[src/rtl/mem_access_unit_pkg.sv]
// Shared types and helpers for the load/store front-end (package lsu_pkg).
package lsu_pkg;

  typedef enum logic [1:0] {
    BYTE = 2'b00,
    HALF = 2'b01,
    WORD = 2'b10
  } size_t;

  typedef enum logic [1:0] {
    IDLE = 2'b00,
    RD   = 2'b01,
    WR   = 2'b10,
    RESP = 2'b11
  } state_t;

  // The raw encoding 2'b11 behaves as a full word.
  function automatic size_t decode_size(input logic [1:0] raw);
    case (raw)
      2'b00:   return BYTE;
      2'b01:   return HALF;
      default: return WORD;
    endcase
  endfunction

  function automatic logic is_misaligned(input size_t size, input logic [1:0] addr_lo);
    case (size)
      HALF:    return addr_lo[0];
      WORD:    return (addr_lo != 2'b00);
      default: return 1'b0;
    endcase
  endfunction

  // Drop the low address bits that a half or word access cannot use.
  function automatic logic [1:0] align_offset(input size_t size, input logic [1:0] addr_lo);
    case (size)
      HALF:    return {addr_lo[1], 1'b0};
      WORD:    return 2'b00;
      default: return addr_lo;
    endcase
  endfunction

endpackage

[src/rtl/mem_access_unit_if.sv]
// Request/response handshake plus the word-addressed data memory port.
// master: execute stage and memory side; slave: the load/store unit.
interface mem_access_unit_if #(
  parameter int AW = 9,
  parameter int DW = 32
);
  logic          req_valid;
  logic          req_ready;
  logic          req_we;
  logic [1:0]    req_size;
  logic          req_signed;
  logic [AW-1:0] req_addr;
  logic [DW-1:0] req_wdata;
  logic          resp_valid;
  logic [DW-1:0] resp_rdata;
  logic          resp_err;
  logic [AW-3:0] dm_addr;
  logic          dm_rd;
  logic          dm_wr;
  logic [DW-1:0] dm_wdata;
  logic [DW-1:0] dm_rdata;

  modport master (
    output req_valid, req_we, req_size, req_signed, req_addr, req_wdata, dm_rdata,
    input  req_ready, resp_valid, resp_rdata, resp_err, dm_addr, dm_rd, dm_wr, dm_wdata
  );

  modport slave (
    input  req_valid, req_we, req_size, req_signed, req_addr, req_wdata, dm_rdata,
    output req_ready, resp_valid, resp_rdata, resp_err, dm_addr, dm_rd, dm_wr, dm_wdata
  );
endinterface

[src/rtl/mem_access_unit_lane_merge.sv]
// Byte-lane logic: merges store data into a word and extracts/extends loads.
// Little-endian: byte k lives in [8k+7:8k].
module lsu_lane_merge
  import lsu_pkg::*;
(
  input  logic [31:0] old_word,
  input  logic [31:0] store_data,
  input  size_t       size,
  input  logic [1:0]  offset,
  input  logic        sign_ext,
  output logic [31:0] merged,
  output logic [31:0] load_val
);

  logic [7:0]  sel_byte;
  logic [15:0] sel_half;

  // Replace only the addressed lane(s) of the old word.
  always_comb begin
    merged = old_word;
    case (size)
      BYTE:    merged[{offset, 3'b000} +: 8] = store_data[7:0];
      HALF:    merged[{offset[1], 4'b0000} +: 16] = store_data[15:0];
      default: merged = store_data;
    endcase
  end

  // Pick the addressed lane and widen it to 32 bits.
  always_comb begin
    sel_byte = old_word[{offset, 3'b000} +: 8];
    sel_half = old_word[{offset[1], 4'b0000} +: 16];
    case (size)
      BYTE:    load_val = {{24{sign_ext & sel_byte[7]}}, sel_byte};
      HALF:    load_val = {{16{sign_ext & sel_half[15]}}, sel_half};
      default: load_val = old_word;
    endcase
  end

endmodule

[src/rtl/mem_access_unit.sv]
// Load/store front-end for the 128-word data memory.
// Optional build macro LSU_MISALIGN_TRAP_EN: when defined, misaligned
// requests skip memory and complete with resp_err; otherwise the address is
// forced to alignment and resp_err stays 0.
//
// state | meaning
// IDLE  | ready for a request
// RD    | reading the addressed word (loads and sub-word stores)
// WR    | writing the word (word stores, merged sub-word stores)
// RESP  | one-cycle completion pulse
module mem_access_unit
  import lsu_pkg::*;
#(
  parameter int AW = 9,
  parameter int DW = 32
) (
  input logic              clk,
  input logic              rst_n,
  mem_access_unit_if.slave bus
);

  state_t        state, state_nxt;
  size_t         in_size;
  logic          accept;
  logic          trap_now;
  logic [1:0]    in_offset;

  logic          r_we;
  size_t         r_size;
  logic          r_signed;
  logic [AW-1:0] r_addr;
  logic [DW-1:0] r_wdata;
  logic          r_err;
  logic [DW-1:0] word_q;

  logic [31:0]   merged;
  logic [31:0]   load_val;

  assign in_size = decode_size(bus.req_size);
  assign accept  = (state == IDLE) && bus.req_valid;

`ifdef LSU_MISALIGN_TRAP_EN
  assign trap_now  = is_misaligned(in_size, bus.req_addr[1:0]);
  assign in_offset = bus.req_addr[1:0];
`else
  assign trap_now  = 1'b0;
  assign in_offset = align_offset(in_size, bus.req_addr[1:0]);
`endif

  // Latch the accepted request and capture the read word in RD.
  always_ff @(posedge clk) begin
    if (!rst_n) begin
      r_we     <= 1'b0;
      r_size   <= BYTE;
      r_signed <= 1'b0;
      r_addr   <= '0;
      r_wdata  <= '0;
      r_err    <= 1'b0;
      word_q   <= '0;
    end else begin
      if (accept) begin
        r_we     <= bus.req_we;
        r_size   <= in_size;
        r_signed <= bus.req_signed;
        r_addr   <= {bus.req_addr[AW-1:2], in_offset};
        r_wdata  <= bus.req_wdata;
        r_err    <= trap_now;
      end
      if (state == RD) begin
        word_q <= bus.dm_rdata;
      end
    end
  end

  // State register.
  always_ff @(posedge clk) begin
    if (!rst_n) state <= IDLE;
    else        state <= state_nxt;
  end

  // Next-state decode; only word stores skip the read.
  always_comb begin
    state_nxt = state;
    case (state)
      IDLE: begin
        if (accept) begin
          if (trap_now)                          state_nxt = RESP;
          else if (bus.req_we && in_size == WORD) state_nxt = WR;
          else                                    state_nxt = RD;
        end
      end
      RD:      state_nxt = r_we ? WR : RESP;
      WR:      state_nxt = RESP;
      default: state_nxt = IDLE;
    endcase
  end

  lsu_lane_merge u_lane_merge (
    .old_word   (word_q),
    .store_data (r_wdata),
    .size       (r_size),
    .offset     (r_addr[1:0]),
    .sign_ext   (r_signed),
    .merged     (merged),
    .load_val   (load_val)
  );

  // Outputs decoded from state and the latched request.
  always_comb begin
    bus.req_ready  = (state == IDLE);
    bus.dm_rd      = (state == RD);
    bus.dm_wr      = (state == WR);
    bus.dm_addr    = r_addr[AW-1:2];
    bus.dm_wdata   = (state == WR) ? merged : '0;
    bus.resp_valid = (state == RESP);
    bus.resp_err   = (state == RESP) && r_err;
    bus.resp_rdata = ((state == RESP) && !r_we && !r_err) ? load_val : '0;
  end

endmodule

[src/flat_wrapper.sv]
// flat-port wrapper written by rule: the top's interface ports become plain ports
module mem_access_unit_flat import lsu_pkg::*;
#(
  parameter int AW = 9,
  parameter int DW = 32
)
  (clk, rst_n, bus_req_valid, bus_req_we, bus_req_size, bus_req_signed, bus_req_addr, bus_req_wdata, bus_dm_rdata, bus_req_ready, bus_resp_valid, bus_resp_rdata, bus_resp_err, bus_dm_addr, bus_dm_rd, bus_dm_wr, bus_dm_wdata);
  mem_access_unit_if #(.AW(AW), .DW(DW)) bus_i ();
  input logic clk;
  input logic rst_n;
  input wire logic [$bits(bus_i.req_valid)-1:0] bus_req_valid;
  input wire logic [$bits(bus_i.req_we)-1:0] bus_req_we;
  input wire logic [$bits(bus_i.req_size)-1:0] bus_req_size;
  input wire logic [$bits(bus_i.req_signed)-1:0] bus_req_signed;
  input wire logic [$bits(bus_i.req_addr)-1:0] bus_req_addr;
  input wire logic [$bits(bus_i.req_wdata)-1:0] bus_req_wdata;
  input wire logic [$bits(bus_i.dm_rdata)-1:0] bus_dm_rdata;
  output wire logic [$bits(bus_i.req_ready)-1:0] bus_req_ready;
  output wire logic [$bits(bus_i.resp_valid)-1:0] bus_resp_valid;
  output wire logic [$bits(bus_i.resp_rdata)-1:0] bus_resp_rdata;
  output wire logic [$bits(bus_i.resp_err)-1:0] bus_resp_err;
  output wire logic [$bits(bus_i.dm_addr)-1:0] bus_dm_addr;
  output wire logic [$bits(bus_i.dm_rd)-1:0] bus_dm_rd;
  output wire logic [$bits(bus_i.dm_wr)-1:0] bus_dm_wr;
  output wire logic [$bits(bus_i.dm_wdata)-1:0] bus_dm_wdata;
  assign bus_i.req_valid = bus_req_valid;
  assign bus_i.req_we = bus_req_we;
  assign bus_i.req_size = bus_req_size;
  assign bus_i.req_signed = bus_req_signed;
  assign bus_i.req_addr = bus_req_addr;
  assign bus_i.req_wdata = bus_req_wdata;
  assign bus_i.dm_rdata = bus_dm_rdata;
  assign bus_req_ready = bus_i.req_ready;
  assign bus_resp_valid = bus_i.resp_valid;
  assign bus_resp_rdata = bus_i.resp_rdata;
  assign bus_resp_err = bus_i.resp_err;
  assign bus_dm_addr = bus_i.dm_addr;
  assign bus_dm_rd = bus_i.dm_rd;
  assign bus_dm_wr = bus_i.dm_wr;
  assign bus_dm_wdata = bus_i.dm_wdata;
  mem_access_unit #(.AW(AW), .DW(DW)) u_core (.clk(clk), .rst_n(rst_n), .bus(bus_i));
endmodule
[config.mk]
export PLATFORM = sky130hd
export DESIGN_NAME = mem_access_unit_flat
export DESIGN_NICKNAME = d
export VERILOG_FILES = /design/src/rtl/mem_access_unit_pkg.sv /design/src/rtl/mem_access_unit_if.sv /design/src/rtl/mem_access_unit_lane_merge.sv /design/src/rtl/mem_access_unit.sv /design/src/flat_wrapper.sv
export SDC_FILE = /design/constraint.sdc
export NUM_CORES = 1
export LEC_CHECK = 0
export CELL_PAD_IN_SITES_DETAIL_PLACEMENT = 0
export CELL_PAD_IN_SITES_GLOBAL_PLACEMENT = 1
export CORE_MARGIN = 8
export CORE_UTILIZATION = 32
export DETAILED_ROUTE_END_ITERATION = 8
export PLACE_DENSITY = 0.8
export REMOVE_ABC_BUFFERS = 1
export SLEW_MARGIN = 0
export SYNTH_ARGS = -nofsm -noshare
export SYNTH_HDL_FRONTEND = slang
export SYNTH_HIERARCHICAL = 1
export SYNTH_SLANG_ARGS = --single-unit
[constraint.sdc]
create_clock -name clk -period 2.45 [get_ports clk]
set_clock_uncertainty 0.15 [all_clocks]
set_input_delay 0.3675 -clock clk [delete_from_list [all_inputs] [get_ports clk]]
set_output_delay 0.3675 -clock clk [all_outputs]
set_load 0.03 [all_outputs]
==> results.toml, run 1 <==
[status]
outcome = "finished with violations"
failing_checks = "negative setup slack"

[logic_synthesis]
synth_edf_count = 0
ys_top_cells_by_area = "dfxtp_1 29%, nand2_1 9.7%, a21boi_2 8.3%"
synthDominantCellAreaShare = 0.293
synth.lib_cells_used.distinct = 50
post_synth.cell_area_avg_um2 = 8.07
ys_ff_latch = 79
sequential_share_of_the_synthesized_area = 0.293
synthesis.yosys.warnings = 6
async_reset_ff_frac = 0
synthesis.instances = 670
synth_largest_area_cell = "dfxtp_1"
synth_top_flop_cell = "dfxtp_1"
post_synth_instance_area_um2 = 5400

[clock_network]
cts.hold.buffers_added = 0
cts_max_path_bufs = 2
cts.htree.levels = 3
tritoncts.num_buffers = 9
cts_tree = "yes"
cts.reportedPaths.clkPinSlew_ps = 60
clk-insertion-delay-late_ps = 340
library_cell_used_as_clock_root_buffer = "clkbuf_16"
clock_sinks = 79

[global_routing]
grt_pass1_wl_um = 31600
grt_pass1_vias = 5462
overflow = 0
grt_antenna_before_repair = 0
grt_util_all_layers = 0.189
pin_count_of_the_biggest_net_entering_global_routing = 35

[final_layout]
drive_above_1_share = 0.415
antenna_cells_inserted = 0
area.growth.synth_to_final_pct = 67.2
final-instance-count-excl-fill = 1083
num-fill-cells = 1502
postLayoutCoreUtil = 0.547
mostFrequentLayoutCell = "nand2_1"
most-common-layout-cells = "128 x nand2_1, 88 x clkdlybuf4s50_1, 75 x dfxtp_1"
multi_input_comb_area_um2 = 3970
layout.nets = 948
seq_area_um2 = 1600

[die]
floorplan.die.width_um = 146
num_io_pins = 156
rows = 47
core_region_area_um2 = 16500
start_util = 0.327
die_area_um2 = 21300
die_ht_um = 146

[timing]
finalWorstSetupSlack_ps = -323
final_min_period_over_clock_period = 1.13
report.final.slew_viol_count = 0
report.final.hold_viol_count = 0
layout_min_cycle_time_ps = 2770
worst_pin_slew_ps = 627
rsz0062_at_grt = "true"
report.final.setup_viol = 59
max_freq_mhz = 361
worst_slew_margin_rel = 0.582

[worst_setup_path]
path_max_fanout = 7
timing.critical_path.required_ps = 1930
start_kind = "flip-flop"
critPathKind = "flip-flop to output port"
arrival_ps = 2260
cp-end-kind = "output port"

[placement]
gp_congestion = 0.893
dp.final_hpwl_um = 14700
placed_cells = 1051
dp_slack_ps = -386
port_buffers = 154

[run]
cap_viol_max_count = 0

[detailed_routing]
drtIter0Drc = 332
detail_route.drc_violations = 0
totalWireLength_um = 20800
detail_route.wl_per_cell_um = 19.2
route.antenna.remaining_nets = 0
dr_total_vias = 5461
avgViaCountPerCell = 5.04
dr.pass1.iters = 7

[worst_hold_path]
holdCritPathClass = "flip-flop to flip-flop"

[pwr]
finalPower_uw = 6470
p_per_area_nw_per_um2 = 716
p_leak_uw = 0.00346
ir_drop_v = 0.000523
[cell families after synthesis]
group,count (synthesis),synth area share
adder cells (fa/ha/maj),9,0.0208
AO/OA/AOI/OAI,156,0.232
buffers and inverters,75,0.0769
other,1,0.000694
flip-flops,79,0.293
AND/OR/NAND/NOR,299,0.279
multiplexers,51,0.0982
[per-stage QoR]
stage / hold slack (ps) / setup TNS, ps / area [um^2]
final: 313 / -10640 / 9030
after detailed placement: 307 / -5780 / 7810
after CTS: 316 / -10350 / 8590
after global routing: 334 / -14590 / 9030
after global placement: 303 / -3800 / 7810
after floorplan: 294 / -37850 / 5040
[state kept, by name, summed over array words and instances (netlist names)]
register,count
u_core/r_wdata,32
u_core/word_q,32
u_core/r_addr,9
u_core/r_size,2
u_core/state,2
u_core/r_signed,1
u_core/r_we,1
[report_power, final]
group          switching [uW]  total, uW  internal [uW]
Combinational            1700       3200           1500
Clock                     552       1460            912
Sequential                280       1810           1530
Total                    2530       6470           3940
[timing repair]
action / 4_1_cts / 5_1_grt
gates resized for setup: 166 / 118
endpoints found under the hold margin: 0 / 0
cloned: 2 / 1
buffers inserted: 7 / 15
endpoints found under the setup margin: 64 / 64
pin swaps: 18 / 43
[worst paths after layout]
path | cells after the start | startpoint | slack [ps] | to
min reg2reg | 2 | u_core/r_addr[8]$_SDFFE_PN0P_ | 310 | u_core/r_addr[8]$_SDFFE_PN0P_
max reg2reg | 5 | u_core/state[1]$_SDFFE_PN0P_ | 560 | u_core/word_q[23]$_SDFFE_PN0N_
max | 9 | u_core/r_addr[1]$_SDFFE_PN0P_ | -320 | bus_resp_rdata[30]
min | 2 | u_core/r_addr[8]$_SDFFE_PN0P_ | 310 | u_core/r_addr[8]$_SDFFE_PN0P_
[synthesized netlist by cell type, types with 7 or more instances]
cell type    n
nand2_1    139
dfxtp_1     79
and2_1      64
nor2b_1     46
mux2i_1     41
a21boi_2    40
a21oi_1     34
clkbuf_1    30
o21ai_0     23
nor2_1      16
a22oi_1     15
inv_1       14
buf_2       10
buf_4       10
a22o_1       9
ha_1         9
nor3b_1      9
a222oi_1     8
mux2_2       8
nand2b_1     7
[critical path: stages, from the launching register on]
cell and delay [ps]:
dfxtp_4 410, mux2_4 330, a22o_4 270, a211oi_4 210, buf_6 160, buf_12 120, buf_6 110, a21oi_2 30
and2_1 130, buf_6 130
[layout make-up]
cell class                      count  share of cell area
Multi-Input combinational cell    516               0.440
Inverter                           15             0.00665
Clock buffer                       11              0.0269
Tap cell                          220              0.0305
Clock inverter                      4             0.00776
Timing Repair Buffer              238               0.312
Sequential cell                    79               0.177
[metal layers]
| layer | share of wire | wire [um] | global-route usage |
|---|---|---|---|
| met5 | 0 | 0 | 0 |
| met1 | 0.45 | 9390 | 0.242 |
| met2 | 0.47 | 9770 | 0.303 |
| met3 | 0.063 | 1300 | 0.0519 |
| met4 | 0.016 | 336 | 0.0521 |
Power figures use the tool's default switching activity.
==> inputs of run 2 (changes only) <==
SLEW_MARGIN = unset   (was 0)
==> results of run 2 <==
No change in the layout: final DEF, timing and power equal those of run 1.
==> edit 1: new RTL, settings of run 1 <==
Make the reset (`rst_n`) asynchronous in 2 clocked blocks.
--- a/src/rtl/mem_access_unit.sv
+++ b/src/rtl/mem_access_unit.sv
@@ -48,7 +48,7 @@
 `endif
 
   // Latch the accepted request and capture the read word in RD.
-  always_ff @(posedge clk) begin
+  always_ff @(posedge clk or negedge rst_n) begin
     if (!rst_n) begin
       r_we     <= 1'b0;
       r_size   <= BYTE;
@@ -73,7 +73,7 @@
   end
 
   // State register.
-  always_ff @(posedge clk) begin
+  always_ff @(posedge clk or negedge rst_n) begin
     if (!rst_n) state <= IDLE;
     else        state <= state_nxt;
   end
Check against the original RTL: differs if rst_n is asserted again (counterexample within 4 cycles, from zero or initial values and one cycle with rst_n low); with rst_n held inactive, the same outputs for 10 cycles.
==> edit 1 against run 1 <==
The flow still finishes with violations (setup timing). Synthesized area shrank 2.4%. Maximum frequency down 1.2%. Sequential cell count unchanged. Final area shrank 3.1%. Critical path depth decreased by 1. Wire length is 6.4% lower. Worst setup slack worse by 0.034 ns. First-iteration DRC count decreased by 7.2%. Highest routed layer unchanged.
Power is not compared: it rests on default switching activity, and its combinational part moved more than twofold at a synthesized area within 25%.
==> edit 1: results <==
export IMPL_grt_pass1_wl_mm=30.2
export IMPL_synthTopCellsByCount="79 x dfrtp_1, 68 x mux2_2, 65 x and2_1"
export IMPL_hold_slack_ns=0.357
export IMPL_outcome="finished with violations"
export IMPL_slowest_stage="dfrtp_2"
export IMPL_layout_drive_gt1_share_pct=49.8
export IMPL_dp_cells=925
export IMPL_crit_path_max_fanout=5
export IMPL_r2r_cells=4
export IMPL_pre_cts_ws_ns=-0.323
export IMPL_synth_area_per_cell_um2=9.75
export IMPL_failed_checks="setup timing"
export IMPL_hold_path_class="input pin to asynchronous set/reset pin"
export IMPL_finalWorstSetupSlack_ns=-0.356
export IMPL_worst_r2r_startpoint="u_core/state[1]"
export IMPL_drtIter0Drc=308
export IMPL_stdcell_count=957
export IMPL_place_congestion=0.805
export IMPL_first_pass_iters=6
export IMPL_fillers=1479
export IMPL_async_flop_share_pct=100
export IMPL_setup_viol=58
export IMPL_cp_top_family="compound AO/OA/AOI/OAI gates"
export IMPL_grt_max_degree=46
export IMPL_routedWlPerCell_um=20.3
export IMPL_ys_seq_area_share_pct=37.5
export IMPL_r2r_slack_ns=0.54
export IMPL_max_stage_delay_ns=0.45
export IMPL_hpwl_mm=14.2
export IMPL_cp_arrival_ns=2.29
export IMPL_synthTopCellsByArea="dfrtp_1 37%, mux2_2 15%, and2_1 7.7%"
-- edit 1: changes by cell type in the layout (fill, tap and decap cells not counted), moves of 20 or more --
cell,before,now
a21boi_2,40,0
buf_6,43,63
dfrtp_1,0,76
dfxtp_1,75,0
mux2_2,7,67
mux2i_1,41,9
nand2_1,128,44
nor2b_1,42,11
-- edit 1: metal layers --
metal  part of all wire, %  wire length (µm)  vias up  GRT usage (%)
li1                      -                 -     2279              -
met1                    42              8220     2411           23.9
met2                    50              9700      170           32.0
met3                   6.7              1300       16           4.95
met4                   1.3               252        0           4.55
met5                     0                 0        -              0
-- edit 1: where the power goes --
group	total, mW	leakage [nW]	internal (mW)	switching [mW]
registers	2.80	0.931	1.99	0.817
clock network	1.64	0.179	1.09	0.552
logic	9.06	2.64	4.71	4.35
total	13.5	3.75	7.79	5.72
-- edit 1: timing repair --
| action | 4_1_cts | 5_1_grt |
|---|---|---|
| pin swaps | 29 | 29 |
| hold buffers | 1 | 0 |
| cloned | 1 | 0 |
| hold endpoints to repair | 34 | 0 |
| resized for setup | 197 | 75 |
| endpoints found under the setup margin | 64 | 64 |
| buffers inserted | 16 | 7 |
-- edit 1: cell type report --
type                    count  area (µm²)  share of cell area, %
multi-input cells         397        3500                   40.0
repair buffers            228        2570                   29.4
flip-flops and latches     79        1980                   22.6
well taps                 220         275                   3.14
clock buffers               9         225                   2.57
clock inverters             7         135                   1.54
inverters                  17        68.8                  0.786
-- edit 1: logic make-up (layout without fill, tap and decap cells) --
group / after synthesis / after routing / share of synthesized area [%]
AOI/OAI and AO/OA: 116 / 116 / 15.2
adders and majority gates: 9 / 9 / 2.13
buffers and inverters: 65 / 261 / 6.17
DFF: 79 / 79 / 37.5
muxes: 93 / 93 / 20.8
other: 1 / 1 / 0.0711
and+or+nand+nor: 178 / 178 / 18.2
==> edit 2: new RTL, flow settings as in run 1 <==
Without the edit above. Build with the macro `LSU_MISALIGN_TRAP_EN` defined.
--- a/src/rtl/mem_access_unit.sv
+++ b/src/rtl/mem_access_unit.sv
@@ -8,6 +8,8 @@
 // RD    | reading the addressed word (loads and sub-word stores)
 // WR    | writing the word (word stores, merged sub-word stores)
 // RESP  | one-cycle completion pulse
+`define LSU_MISALIGN_TRAP_EN
+
 module mem_access_unit
   import lsu_pkg::*;
 #(
Function: changed (Yosys sat finds a counterexample within 4 cycles, from zero or initial values and one cycle with rst_n low).
==> edit 2 against run 1 <==
The run still ends with setup timing left. Final area fell by 1.1%. Worst setup slack improved by 0.035 ns. Wire length fell by 4.9%. Sequential share of layout area up 0.40 points. Synthesized area rose by 0.21%. Global-route usage decreased by 0.86 points. Sequential power up 3%. Power up 3.4%. Sequential cell count rose by 1. Clock power decreased by 4%. Combinational power is 7.5% higher. Largest cell class unchanged.
==> edit 2: results <==
export IMPL_outcome="finished with violations"
export IMPL_failed_checks="setup timing"
export IMPL_grt_use_total_pct=18.0
export IMPL_muxShareOfSynthArea_pct=9.80
export IMPL_synth_fa_ha_area_share_pct=2.08
export IMPL_drt_met1_wl_mm=8.63
export IMPL_ys_seq_area_share_pct=29.6
export IMPL_hpwl_mm=14.4
export IMPL_tightestPinTransition_ns=0.591
export IMPL_synth_area_per_cell_um2=8.01
export IMPL_setup_viol=57
export IMPL_synthTopCellsByArea="dfxtp_1 30%, nand2_1 9.6%, and2_1 7.6%"
export IMPL_nets=958
export IMPL_layout_drive_gt1_share_pct=39.7
export IMPL_grt_overflow=0
export IMPL_clk_latency_ns=0.34
export IMPL_peakVddDrop_v=0.000391
export IMPL_leakage_nw=3.46
export IMPL_portBuffers=155
export IMPL_synth_compound_area_share_pct=23.0
export IMPL_vias_per_cell=4.98
export IMPL_first_pass_iters=7
export IMPL_drtIter0Drc=458
export IMPL_hold_path_class="input pin to flop"
export IMPL_placed_cell_area_um2=7660
export IMPL_wl_met2_mm=9.34
export IMPL_grt_max_degree=47
export IMPL_wirelength_mm=19.8
export IMPL_grt_pass1_vias=5467
export IMPL_ant_nets=0
export IMPL_place_congestion=0.867
export IMPL_dp_cells=1057
export IMPL_grt_pass1_wl_mm=30.8
export IMPL_finalWorstSetupSlack_ns=-0.288
export IMPL_wl_met3_mm=1.17
export IMPL_synthTopCellsByCount="139 x nand2_1, 80 x dfxtp_1, 66 x and2_1"
export IMPL_grt_antenna_before_repair=2
export IMPL_highest_layer="met5"
export IMPL_ys_types=50
export IMPL_pre_cts_ws_ns=-0.190
export IMPL_stdcell_count=1095
## edit 2: worst paths after layout
kind / slack, ns / depth (start not counted) / end / start
worst max-delay path: -0.29 / 9 / bus_resp_rdata[16] / u_core/r_addr[1]
worst min-delay path: 0.21 / 3 / u_core/r_err / rst_n
worst max register to register: 0.45 / 7 / u_core/r_wdata[13] / u_core/state[0]
worst min register to register: 0.30 / 2 / u_core/r_addr[2] / u_core/r_addr[2]
## edit 2: final cells by class
| type | count | area, µm² |
|---|---|---|
| clock buffers | 10 | 239 |
| flip-flops and latches | 80 | 1610 |
| multi-input cells | 522 | 3950 |
| inverters | 15 | 63.8 |
| repair buffers | 241 | 2720 |
| clock inverters | 6 | 68.8 |
| fillers | 1514 | 7650 |
| diodes | 1 | 2.50 |
| well taps | 220 | 275 |
## edit 2: report_power, final
group	switching [mW]	total [mW]	internal, mW
registers	0.288	1.86	1.57
clock network	0.580	1.40	0.819
logic	1.78	3.44	1.65
total	2.65	6.70	4.04
## edit 2: what timing repair did
action / CTS / global route
buffers inserted: 17 / 8
endpoints found under the setup margin: 64 / 65
endpoints found under the hold margin: 0 / 0
pin swaps: 45 / 21
resized for setup: 182 / 76
cloned: 1 / 0
## edit 2: cells by family (layout without fill, tap and decap cells)
| family | Yosys count | count (layout) |
|---|---|---|
| AOI/OAI and AO/OA | 161 | 161 |
| and+or+nand+nor | 301 | 301 |
| muxes | 51 | 51 |
| other | 0 | 1 |
| adders and majority gates | 9 | 9 |
| DFF | 80 | 80 |
| buffers and inverters | 74 | 272 |
## edit 2: critical path, cell delays in order, from the launching register on
cell and delay (ns):
dfxtp_4 0.36, buf_6 0.12, mux2_4 0.31, a22o_4 0.27, a211oi_4 0.21, buf_6 0.16, buf_8 0.13, a21oi_2 0.03
and2_1 0.14, buf_6 0.13
## edit 2: layer usage
layer / vias up / GRT usage (%)
li1: 2684 / -
met1: 2546 / 22.6
met2: 185 / 29.2
met3: 40 / 3.89
met4: 2 / 7.88
met5: - / 0
## edit 2: per-stage QoR
step	setup TNS, ns	util (%)
4_1_cts	-9.23	51.9
2_1_floorplan	-37.85	-
6_report	-11.47	53.8
3_3_place_gp	-2.79	46.2
5_1_grt	-14.84	53.8
3_5_place_dp	-4.51	46.2
